File: src/rtl/pe_feeder_pkg.sv
// Shared types for the attention PE feeder: operand vectors, the buffered K/V pair
// and the feeder state encoding.
`ifndef MAX_EMBEDDING_DIM
`define MAX_EMBEDDING_DIM 4
`endif

package pe_feeder_pkg;

  localparam int ELEM_WIDTH = 8;
  localparam int EMBED_DIM  = `MAX_EMBEDDING_DIM;

  typedef logic [EMBED_DIM-1:0][ELEM_WIDTH-1:0] q_vector_t;
  typedef logic [EMBED_DIM-1:0][ELEM_WIDTH-1:0] k_vector_t;
  typedef logic [EMBED_DIM-1:0][ELEM_WIDTH-1:0] v_vector_t;

  typedef struct packed {
    k_vector_t k;
    v_vector_t v;
  } kv_pair_t;

  typedef enum logic [1:0] {
    S_IDLE,
    S_FETCH,
    S_DRAIN,
    S_DONE
  } state_t;

endpackage

File: src/rtl/pe_feeder_kv_fifo.sv
// Small synchronous FIFO holding prefetched {K,V} rows; DEPTH must be a power of two
// (2 or 4 in practice), pointers wrap modulo DEPTH.
module kv_fifo #(
  parameter int DEPTH = 2,
  parameter int WIDTH = 64
) (
  input  logic                   clk,
  input  logic                   rst,
  input  logic                   push,
  input  logic                   pop,
  input  logic [WIDTH-1:0]       din,
  output logic [WIDTH-1:0]       dout,
  output logic                   full,
  output logic                   empty,
  output logic [$clog2(DEPTH):0] count
);

  localparam int PW = $clog2(DEPTH);

  logic [WIDTH-1:0] slots [DEPTH];
  logic [PW-1:0]    wr_ptr;
  logic [PW-1:0]    rd_ptr;
  logic             do_push;
  logic             do_pop;

  assign full    = (count == (PW+1)'(DEPTH));
  assign empty   = (count == '0);
  assign do_pop  = pop && !empty;
  // A full FIFO still takes a push when the head leaves in the same cycle.
  assign do_push = push && (!full || do_pop);
  assign dout    = slots[rd_ptr];

  always_ff @(posedge clk) begin
    if (do_push) slots[wr_ptr] <= din;
  end

  always_ff @(posedge clk) begin
    if (rst) begin
      wr_ptr <= '0;
      rd_ptr <= '0;
      count  <= '0;
    end else begin
      if (do_push) wr_ptr <= (wr_ptr == PW'(DEPTH-1)) ? '0 : wr_ptr + 1'b1;
      if (do_pop)  rd_ptr <= (rd_ptr == PW'(DEPTH-1)) ? '0 : rd_ptr + 1'b1;
      case ({do_push, do_pop})
        2'b10:   count <= count + 1'b1;
        2'b01:   count <= count - 1'b1;
        default: count <= count;
      endcase
    end
  end

endmodule

File: src/rtl/pe_feeder.sv
// Streams K/V rows for one query from SRAM into the PE, prefetching through kv_fifo
// so the PE sees one q/k/v triple per cycle while it keeps accepting.
module pe_feeder
  import pe_feeder_pkg::*;
#(
  parameter int MAX_SEQ_LEN = 64,
  parameter int FIFO_DEPTH  = 2
) (
  input  logic                         clk,
  input  logic                         rst,
  input  logic                         start,
  input  logic [$clog2(MAX_SEQ_LEN):0] seq_len,
  input  q_vector_t                    q_in,
  output logic                         busy,
  output logic                         done,
  output logic                         mem_rd_en,
  output logic [$clog2(MAX_SEQ_LEN)-1:0] mem_rd_addr,
  input  k_vector_t                    mem_k_data,
  input  v_vector_t                    mem_v_data,
  output logic                         inputs_valid,
  input  logic                         backend_ready,
  output q_vector_t                    q_vector,
  output k_vector_t                    k_vector,
  output v_vector_t                    v_vector,
  output logic                         kv_last
);

  localparam int AW = $clog2(MAX_SEQ_LEN);
  localparam int LW = AW + 1;
  localparam int CW = $clog2(FIFO_DEPTH) + 1;

  state_t        state;
  logic [LW-1:0] seq_len_q;
  logic [LW-1:0] rd_addr;
  logic [LW-1:0] sent;
  q_vector_t     q_latched;
  logic          rd_pending;

  kv_pair_t      landing;
  kv_pair_t      head;
  kv_pair_t      fifo_dout;
  logic          fifo_push;
  logic          fifo_pop;
  logic          fifo_full;
  logic          fifo_empty;
  logic [CW-1:0] fifo_count;
  logic [CW:0]   occupancy;
  logic          accept;

  // Rows already buffered plus the one on the SRAM bus bound how many reads may be issued.
  assign occupancy = {1'b0, fifo_count} + (CW+1)'(rd_pending);
  assign mem_rd_en = (state == S_FETCH) && !fifo_full && (occupancy < (CW+1)'(FIFO_DEPTH));
  assign mem_rd_addr = rd_addr[AW-1:0];

  // When the FIFO is empty the row landing from SRAM is presented directly, which gives
  // the one-cycle read-to-valid latency; if it is not taken it is buffered as usual.
  assign landing      = '{k: mem_k_data, v: mem_v_data};
  assign inputs_valid = !fifo_empty || rd_pending;
  assign head         = fifo_empty ? landing : fifo_dout;
  assign accept       = inputs_valid && backend_ready;
  assign fifo_pop     = accept && !fifo_empty;
  assign fifo_push    = rd_pending && !(fifo_empty && accept);

  assign q_vector = q_latched;
  assign k_vector = head.k;
  assign v_vector = head.v;
  assign kv_last  = inputs_valid && (sent == seq_len_q - LW'(1));

  kv_fifo #(
    .DEPTH (FIFO_DEPTH),
    .WIDTH ($bits(kv_pair_t))
  ) u_kv_fifo (
    .clk   (clk),
    .rst   (rst),
    .push  (fifo_push),
    .pop   (fifo_pop),
    .din   (landing),
    .dout  (fifo_dout),
    .full  (fifo_full),
    .empty (fifo_empty),
    .count (fifo_count)
  );

  always_ff @(posedge clk) begin
    if (rst) begin
      state      <= S_IDLE;
      seq_len_q  <= '0;
      rd_addr    <= '0;
      sent       <= '0;
      q_latched  <= '0;
      rd_pending <= 1'b0;
      busy       <= 1'b0;
      done       <= 1'b0;
    end else begin
      rd_pending <= mem_rd_en;
      done       <= 1'b0;
      if (mem_rd_en) rd_addr <= rd_addr + LW'(1);
      if (accept)    sent    <= sent + LW'(1);
      case (state)
        S_IDLE: begin
          if (start) begin
            seq_len_q <= seq_len;
            q_latched <= q_in;
            rd_addr   <= '0;
            sent      <= '0;
            busy      <= 1'b1;
            if (seq_len == '0) begin
              state <= S_DONE;
              done  <= 1'b1;
            end else begin
              state <= S_FETCH;
            end
          end
        end
        S_FETCH: begin
          if (mem_rd_en && (rd_addr + LW'(1) == seq_len_q)) state <= S_DRAIN;
        end
        S_DRAIN: begin
          if (accept && kv_last) begin
            state <= S_DONE;
            done  <= 1'b1;
          end
        end
        S_DONE: begin
          state <= S_IDLE;
          busy  <= 1'b0;
        end
        default: state <= S_IDLE;
      endcase
    end
  end

endmodule

File: config.mk
export PLATFORM = sky130hd
export DESIGN_NAME = pe_feeder
export DESIGN_NICKNAME = d
export VERILOG_FILES = /design/src/rtl/pe_feeder_pkg.sv /design/src/rtl/pe_feeder_kv_fifo.sv /design/src/rtl/pe_feeder.sv
export SDC_FILE = /design/constraint.sdc
export NUM_CORES = 1
export LEC_CHECK = 0
export ABC_AREA = 1
export CAP_MARGIN = 20
export CORE_ASPECT_RATIO = 1.4
export CORE_MARGIN = 3
export CORE_UTILIZATION = 49
export DETAILED_ROUTE_END_ITERATION = 6
export PLACE_DENSITY_LB_ADDON = 0.15
export SLEW_MARGIN = 20
export SYNTH_ARGS = -nofsm -noshare
export SYNTH_HDL_FRONTEND = slang
export SYNTH_HIERARCHICAL = 1
export SYNTH_SLANG_ARGS = --single-unit
File: constraint.sdc
create_clock -name clk -period 5.34 [get_ports clk]
set_input_delay 1.068 -clock clk [delete_from_list [all_inputs] [get_ports clk]]
set_output_delay 1.068 -clock clk [all_outputs]
set_load 0.05 [all_outputs]
* Word level (Yosys, flattened, before mapping)
Memory sizes are Yosys's and may differ from the RTL's. A register that Yosys moved wholly into a read port is not among the register bits.
Index checks and enable logic that the tools add are counted.
** Word-level totals
- Latch bits :: 0
- Bits in writable memories :: 128
- Register bits after elaboration :: 62
- Output and inout bits :: 107
- Bits in read-only memories :: 0
- Memories kept :: 1
- Input port bits :: 107
** Cells by class
- Bitwise logic cells :: 0
- Reductions and logical operators :: 24
- $mul :: 0
- Mux-type cells :: 25
- Equal/unequal tests :: 11
- Div/mod/pow operators :: 0
- Add/subtract/negate cells :: 8
- Shift-type cells :: 0
- $lt $le $gt $ge :: 1
** Memories
- u_kv_fifo.slots :: depth 2, bits a word 64, rd ports 1, clocked after Yosys merged registers in 1, write ports 1, RTL line pe_feeder_kv_fifo.sv:20 : logic [WIDTH-1:0] slots [DEPTH];
** Operators by type and width (count)
- $mux W64 :: 1
- $mux W7 :: 6
- $add A7 B1 Y7 const B :: 2
- $eq A7 B7 Y1 :: 2
- $logic_and A1 B1 Y1 :: 11
- $mux W1 :: 10
- $eq A2 B2 Y1 const B :: 4
- $mux W2 :: 4
- $pmux W2 S4 :: 1
- $logic_not A7 Y1 :: 1
- $sub A7 B1 Y7 const B :: 1
- $eq A2 B1 Y1 const B :: 2
- $logic_not A2 Y1 :: 2
- $ne A2 B2 Y1 const B :: 2
- $pmux W1 S2 :: 2
- $pmux W2 S2 :: 1
- $reduce_and A2 Y1 :: 2
- $reduce_bool A2 Y1 :: 2
- $add A2 B1 Y3 :: 1
- $logic_not A1 Y1 :: 3
- $lt A3 B2 Y1 const B :: 1
- $reduce_and A3 Y1 :: 1
- $add A1 B1 Y1 const B :: 2
- $add A2 B1 Y2 const B :: 1
- other kinds (3) :: 4

* Depth between registers and ports, before layout
- Depth after elaboration :: 10
- Depth in mapped cells :: 16
- Gate-level depth less buffers :: 16

* Hierarchy
Netlist, hierarchy kept.
** Modules (own cells, without submodules)
- kv_fifo :: instances 1, area each 4926.0 um2, sequential area each 3943.8 um2, cells an instance 238
- pe_feeder :: instances 1, area each 3475.8 um2, sequential area each 1161.1 um2, cells an instance 462

* Worst setup path after synthesis
OpenSTA, ideal clock, no wires.
- Path type :: register to register
- Start :: reg u_kv_fifo.count[1]
- End :: mem u_kv_fifo.slots[0][0] (enable)
- Buffers on the path :: 0
- Slack :: 0.500 ns
- Data required time :: 4.854 ns
- Period minus slack after synthesis :: 4.840 ns
- Stages on the path, launching flop included :: 11
- Arrival :: 4.354 ns
- Library setup time :: 0.486 ns
- Cells stage by stage :: dfxtp_1 > inv_1 > nand2_2 > inv_1 > nand2_1 > nand2_1 > nor2_1 > inv_1 > nand2_2 > nand2_2 > nor2_1
** On the way
- Longest elaborated chain between the ends :: 10
- Elaborated cells on any way between the ends :: 15
- Those cells by class :: 1 x eq/ne; 2 x mux; 12 x reduce/logical
** Ends and longest elaborated chain
- start: declaration :: RTL line pe_feeder_kv_fifo.sv:15 : output logic [$clog2(DEPTH):0] count
- start signal: assignment :: RTL line pe_feeder_kv_fifo.sv:46 : 2'b10: count <= count + 1'b1;
- start signal: assignment :: RTL line pe_feeder_kv_fifo.sv:47 : 2'b01: count <= count - 1'b1;
- start signal: assignment :: RTL line pe_feeder_kv_fifo.sv:48 : default: count <= count;
- $logic_not A2 Y1 :: RTL line pe_feeder_kv_fifo.sv:27 : assign empty = (count == '0);
- via fifo_empty :: RTL line pe_feeder.sv:45 : logic fifo_empty;
- $logic_not A1 Y1 :: RTL line pe_feeder.sv:58 : assign inputs_valid = !fifo_empty || rd_pending;
- $logic_or A1 B1 Y1 :: RTL line pe_feeder.sv:58
- via inputs_valid :: RTL line pe_feeder.sv:20 : output logic inputs_valid,
- $logic_and A1 B1 Y1 :: RTL line pe_feeder.sv:60 : assign accept = inputs_valid && backend_ready;
- $logic_and A1 B1 Y1 :: RTL line pe_feeder.sv:61 : assign fifo_pop = accept && !fifo_empty;
- via fifo_pop :: RTL line pe_feeder.sv:43 : logic fifo_pop;
- $logic_and A1 B1 Y1 :: RTL line pe_feeder_kv_fifo.sv:28 : assign do_pop = pop && !empty;
- $logic_or A1 B1 Y1 :: RTL line pe_feeder_kv_fifo.sv:30 : assign do_push = push && (!full || do_pop);
- $logic_and A1 B1 Y1 :: RTL line pe_feeder_kv_fifo.sv:30
- $mux W1 :: RTL line pe_feeder_kv_fifo.sv:34 : if (do_push) slots[wr_ptr] <= din;
- $mux W1 (implied by the code) :: RTL line pe_feeder_kv_fifo.sv:34
- end: declaration :: RTL line pe_feeder_kv_fifo.sv:20
The timed path passes the listed nets, and every way through them passes these cells.

==> results by group <==
Global route
  – First-pass GRT wire length: 31,000 um
  – Antenna violations before repair: 0
  – Total GRT Usage: 20.9%
  – Met2 global-route usage: 37.7%
  – M3 GR Usage: 5.96%
  – Total grt overflow: 0
  – Vias in the first global route: 6,299
  – Largest net degree at the start of global routing: 47
  – Global-route met1 utilization: 23.4%
  – Most Used Layer, Global Route: met2

Worst setup path
  – CP Data Arrival Time: 3.13 ns
  – Crit path kind: flip-flop to output pin
  – CP peak stage delay: 0.71 ns
  – CP dominant cell by count: inv_2
  – Dominant delay contributor by cell family on the critical path: buffers and inverters
  – CP bufs+invs: 4
  – Cell Chain, Critical Path: inv_2 > nand2_2 > inv_2 > buf_4 > mux2_2 > clkdlybuf4s50_1
  – Slowest CP cell: clkdlybuf4s50_1
  – Data required time of the worst path: 4.27 ns
  – Crit. End Element: output pin
  – Worst-path fanout max: 45
  – Crit start category: flip-flop

Routing
  – Via/cell ratio: 5.29
  – Via count: 5,935
  – Final antenna-violating net count: 0
  – DR WL/cell: 17.2 um
  – Total Wirelength: 19,200 um
  – Iteration-0 DRC Markers: 345
  – Pre-antenna DRT Iters: 4
  – Post-route DRC: 0

Pwr
  – Power per Cell Area: 412 nW/um^2
  – Leak: 0.00402 uW
  – Maximum vdd drop: 0.268 mV
  – Power after layout: 4630 uW

Synth
  – Syn Area/Cell: 12.0 sq um
  – Synth warn: 6
  – Post-synth top cells: 128 x edfxtp_1, 128 x mux2_2, 92 x nor2_1
  – Largest cells by area after synthesis: edfxtp_1 46%, mux2_2 17%, dfxtp_1 15%
  – Synth area leader: edfxtp_1
  – Syn Inst Count: 700
  – Synth Register Bits: 191
  – Synth cell types: 39
  – Synthesized area: 8400 sq um
  – Register area share after synthesis: 60.8%
  – Asr flop ratio synth: 0%
  – Top-area cell type share of the netlist area: 45.7%
  – Post-synth top flop: edfxtp_1
  – Number of enable flip-flop cells after synthesis: 128
  – Syn Nets: 814

Placed design
  – Port bufs: 213
  – DPL Wire Length: 13,900 um
  – DP Worst Slack: 1.48 ns
  – Placer Congestion: 0.846

Timing
  – Final setup TNS: 0 ns
  – Period minus WS final: 4.20 ns
  – Max Slew Vio Count: 0
  – Worst hold slack: 0.483 ns
  – Fmax: 0.238 GHz
  – Worst Skew: 0.0104 ns
  – Slew at the pin closest to its max-slew limit: 0.993 ns
  – Final Hold Viols: 0
  – Worst slew margin relative to its limit: 33.7%
  – RSZ-0062 raised after global routing: no
  – Final setup margin: 1.14 ns
  – Final period util: 78.7%
  – # setup viols final: 0

Floorplanning
  – Initial Utilization: 50.0%
  – Die Height: 161 um
  – Row count: 56
  – Die X-Extent: 117 um
  – IO Pins: 214
  – Core Box Area: 16,800 sq um
  – Die area: 18,800 sq um

Finish
  – Fillers: 1,293
  – Diode count: 0
  – Post-layout net count: 1,020
  – Share of layout cells above drive strength 1: 21.4%
  – Area Overhead vs Synth: 33.7%
  – Final core occ: 66.8%

CTS
  – Clock tree buffer depth: 2
  – Num CTS Buffers: 17
  – Clk Tree Root Cell: clkbuf_16
  – Clk Latency, worst-skew pair: 0.42 ns
  – Hold buffers post-CTS: 0
  – # clock sinks: 191
  – CTS tree: yes
  – Post-cts sizing count: 0
  – Setup Fix Bufs, Post-CTS: 0
  – Clock-pin slew on the worst setup and hold paths: 0.07 ns
  – H-tree depth: 4

Run
  – Number of max-cap violations: 0

Run status
  – Run status: completed

Worst hold path
  – Worst Hold Class: flip-flop to flip-flop
-- cell usage in the layout (no fill, tap or decap), types with 6 or more instances in the layout --
| cell | synthesis | routed |
|---|---|---|
| a21oi_1 | 19 | 19 |
| clkbuf_16 | 0 | 17 |
| clkdlybuf4s50_1 | 0 | 213 |
| dfxtp_1 | 63 | 62 |
| edfxtp_1 | 128 | 128 |
| ha_1 | 7 | 7 |
| inv_1 | 35 | 34 |
| inv_2 | 5 | 6 |
| mux2_2 | 128 | 128 |
| nand2_1 | 66 | 66 |
| nand2_2 | 8 | 8 |
| nand3_1 | 29 | 29 |
| nand4_1 | 6 | 6 |
| nor2_1 | 92 | 91 |
| o21ai_0 | 48 | 48 |
-- cell families (layout without fill, tap and decap cells) --
kind of cell             after synthesis  after routing  share of synthesized area [%]
adder cells (fa/ha/maj)                7              7                           1.04
flip-flops                           191            191                           60.8
AND/OR/NAND/NOR                      222            222                           11.6
AO/OA/AOI/OAI                         74             74                           4.68
buffers and inverters                 73            291                           4.23
XOR/XNOR                               5              5                          0.521
multiplexers                         128            128                           17.2
-- worst paths after layout --
| path | startpoint | endpoint | slack [ns] | depth (start not counted) |
|---|---|---|---|---|
| setup / recovery | u_kv_fifo/count[0] | k_vector[20] | 1.14 | 6 |
| setup reg to reg | u_kv_fifo/count[0] | u_kv_fifo/slots[0][42] | 1.95 | 10 |
| hold reg to reg | q_vector[18] | q_vector[18] | 0.48 | 2 |
| hold / removal | q_vector[18] | q_vector[18] | 0.48 | 2 |
-- power breakdown --
part	leakage (uW)	internal [uW]	total, uW	switching [uW]
Sequential	0.00167	1740	1840	98.3
Combinational	0.00208	564	1590	1030
Clock	0.000264	648	1190	544
-- area by class of cell --
| type | instances | area (sq um) | share of cell area (%) |
|---|---|---|---|
| inverter | 41 | 154 | 1.37 |
| sequential | 191 | 5110 | 45.5 |
| multi-input combinational | 436 | 2950 | 26.3 |
| timing repair buffer | 219 | 2200 | 19.6 |
| clock buffer | 17 | 425 | 3.79 |
| clock inverter | 14 | 135 | 1.20 |
| tap | 203 | 254 | 2.26 |
-- metal layers --
| metal | vias to the layer above | part of all wire (%) |
|---|---|---|
| met3 | 28 | 6.2 |
| li1 | 2877 | - |
| met1 | 2850 | 39 |
| met4 | 0 | 1.5 |
| met2 | 180 | 54 |
| met5 | - | 0 |
-- worst reg2reg max path, cell delays in order, from the launching register on --
cell     delay (ns)
dfxtp_1        0.46
inv_2          0.11
nand2_2        0.10
inv_2          0.20
buf_4          0.40
nor2_1         0.38
inv_1          0.14
nand2_2        0.10
nand2_2        0.09
nor2_4         0.76
buf_12         0.33
-- flip-flops by register name, indices dropped and copies added (netlist names), named ones only --
signal,count
rd_pending,1
rd_addr,7
done,1
state,2
q_vector,32
sent,7
u_kv_fifo/count,2
u_kv_fifo/rd_ptr,1
u_kv_fifo/wr_ptr,1
u_kv_fifo/slots,128
busy,1
seq_len_q,7
-- stage by stage --
step,instance area (sq um),std cells
final,11200,1121
after global routing,11200,1121
after CTS,11200,1121
after detailed placement,10700,1090
after global placement,10700,1090
after floorplan,8400,700
No activity file was read; power rests on OpenSTA's default activity.
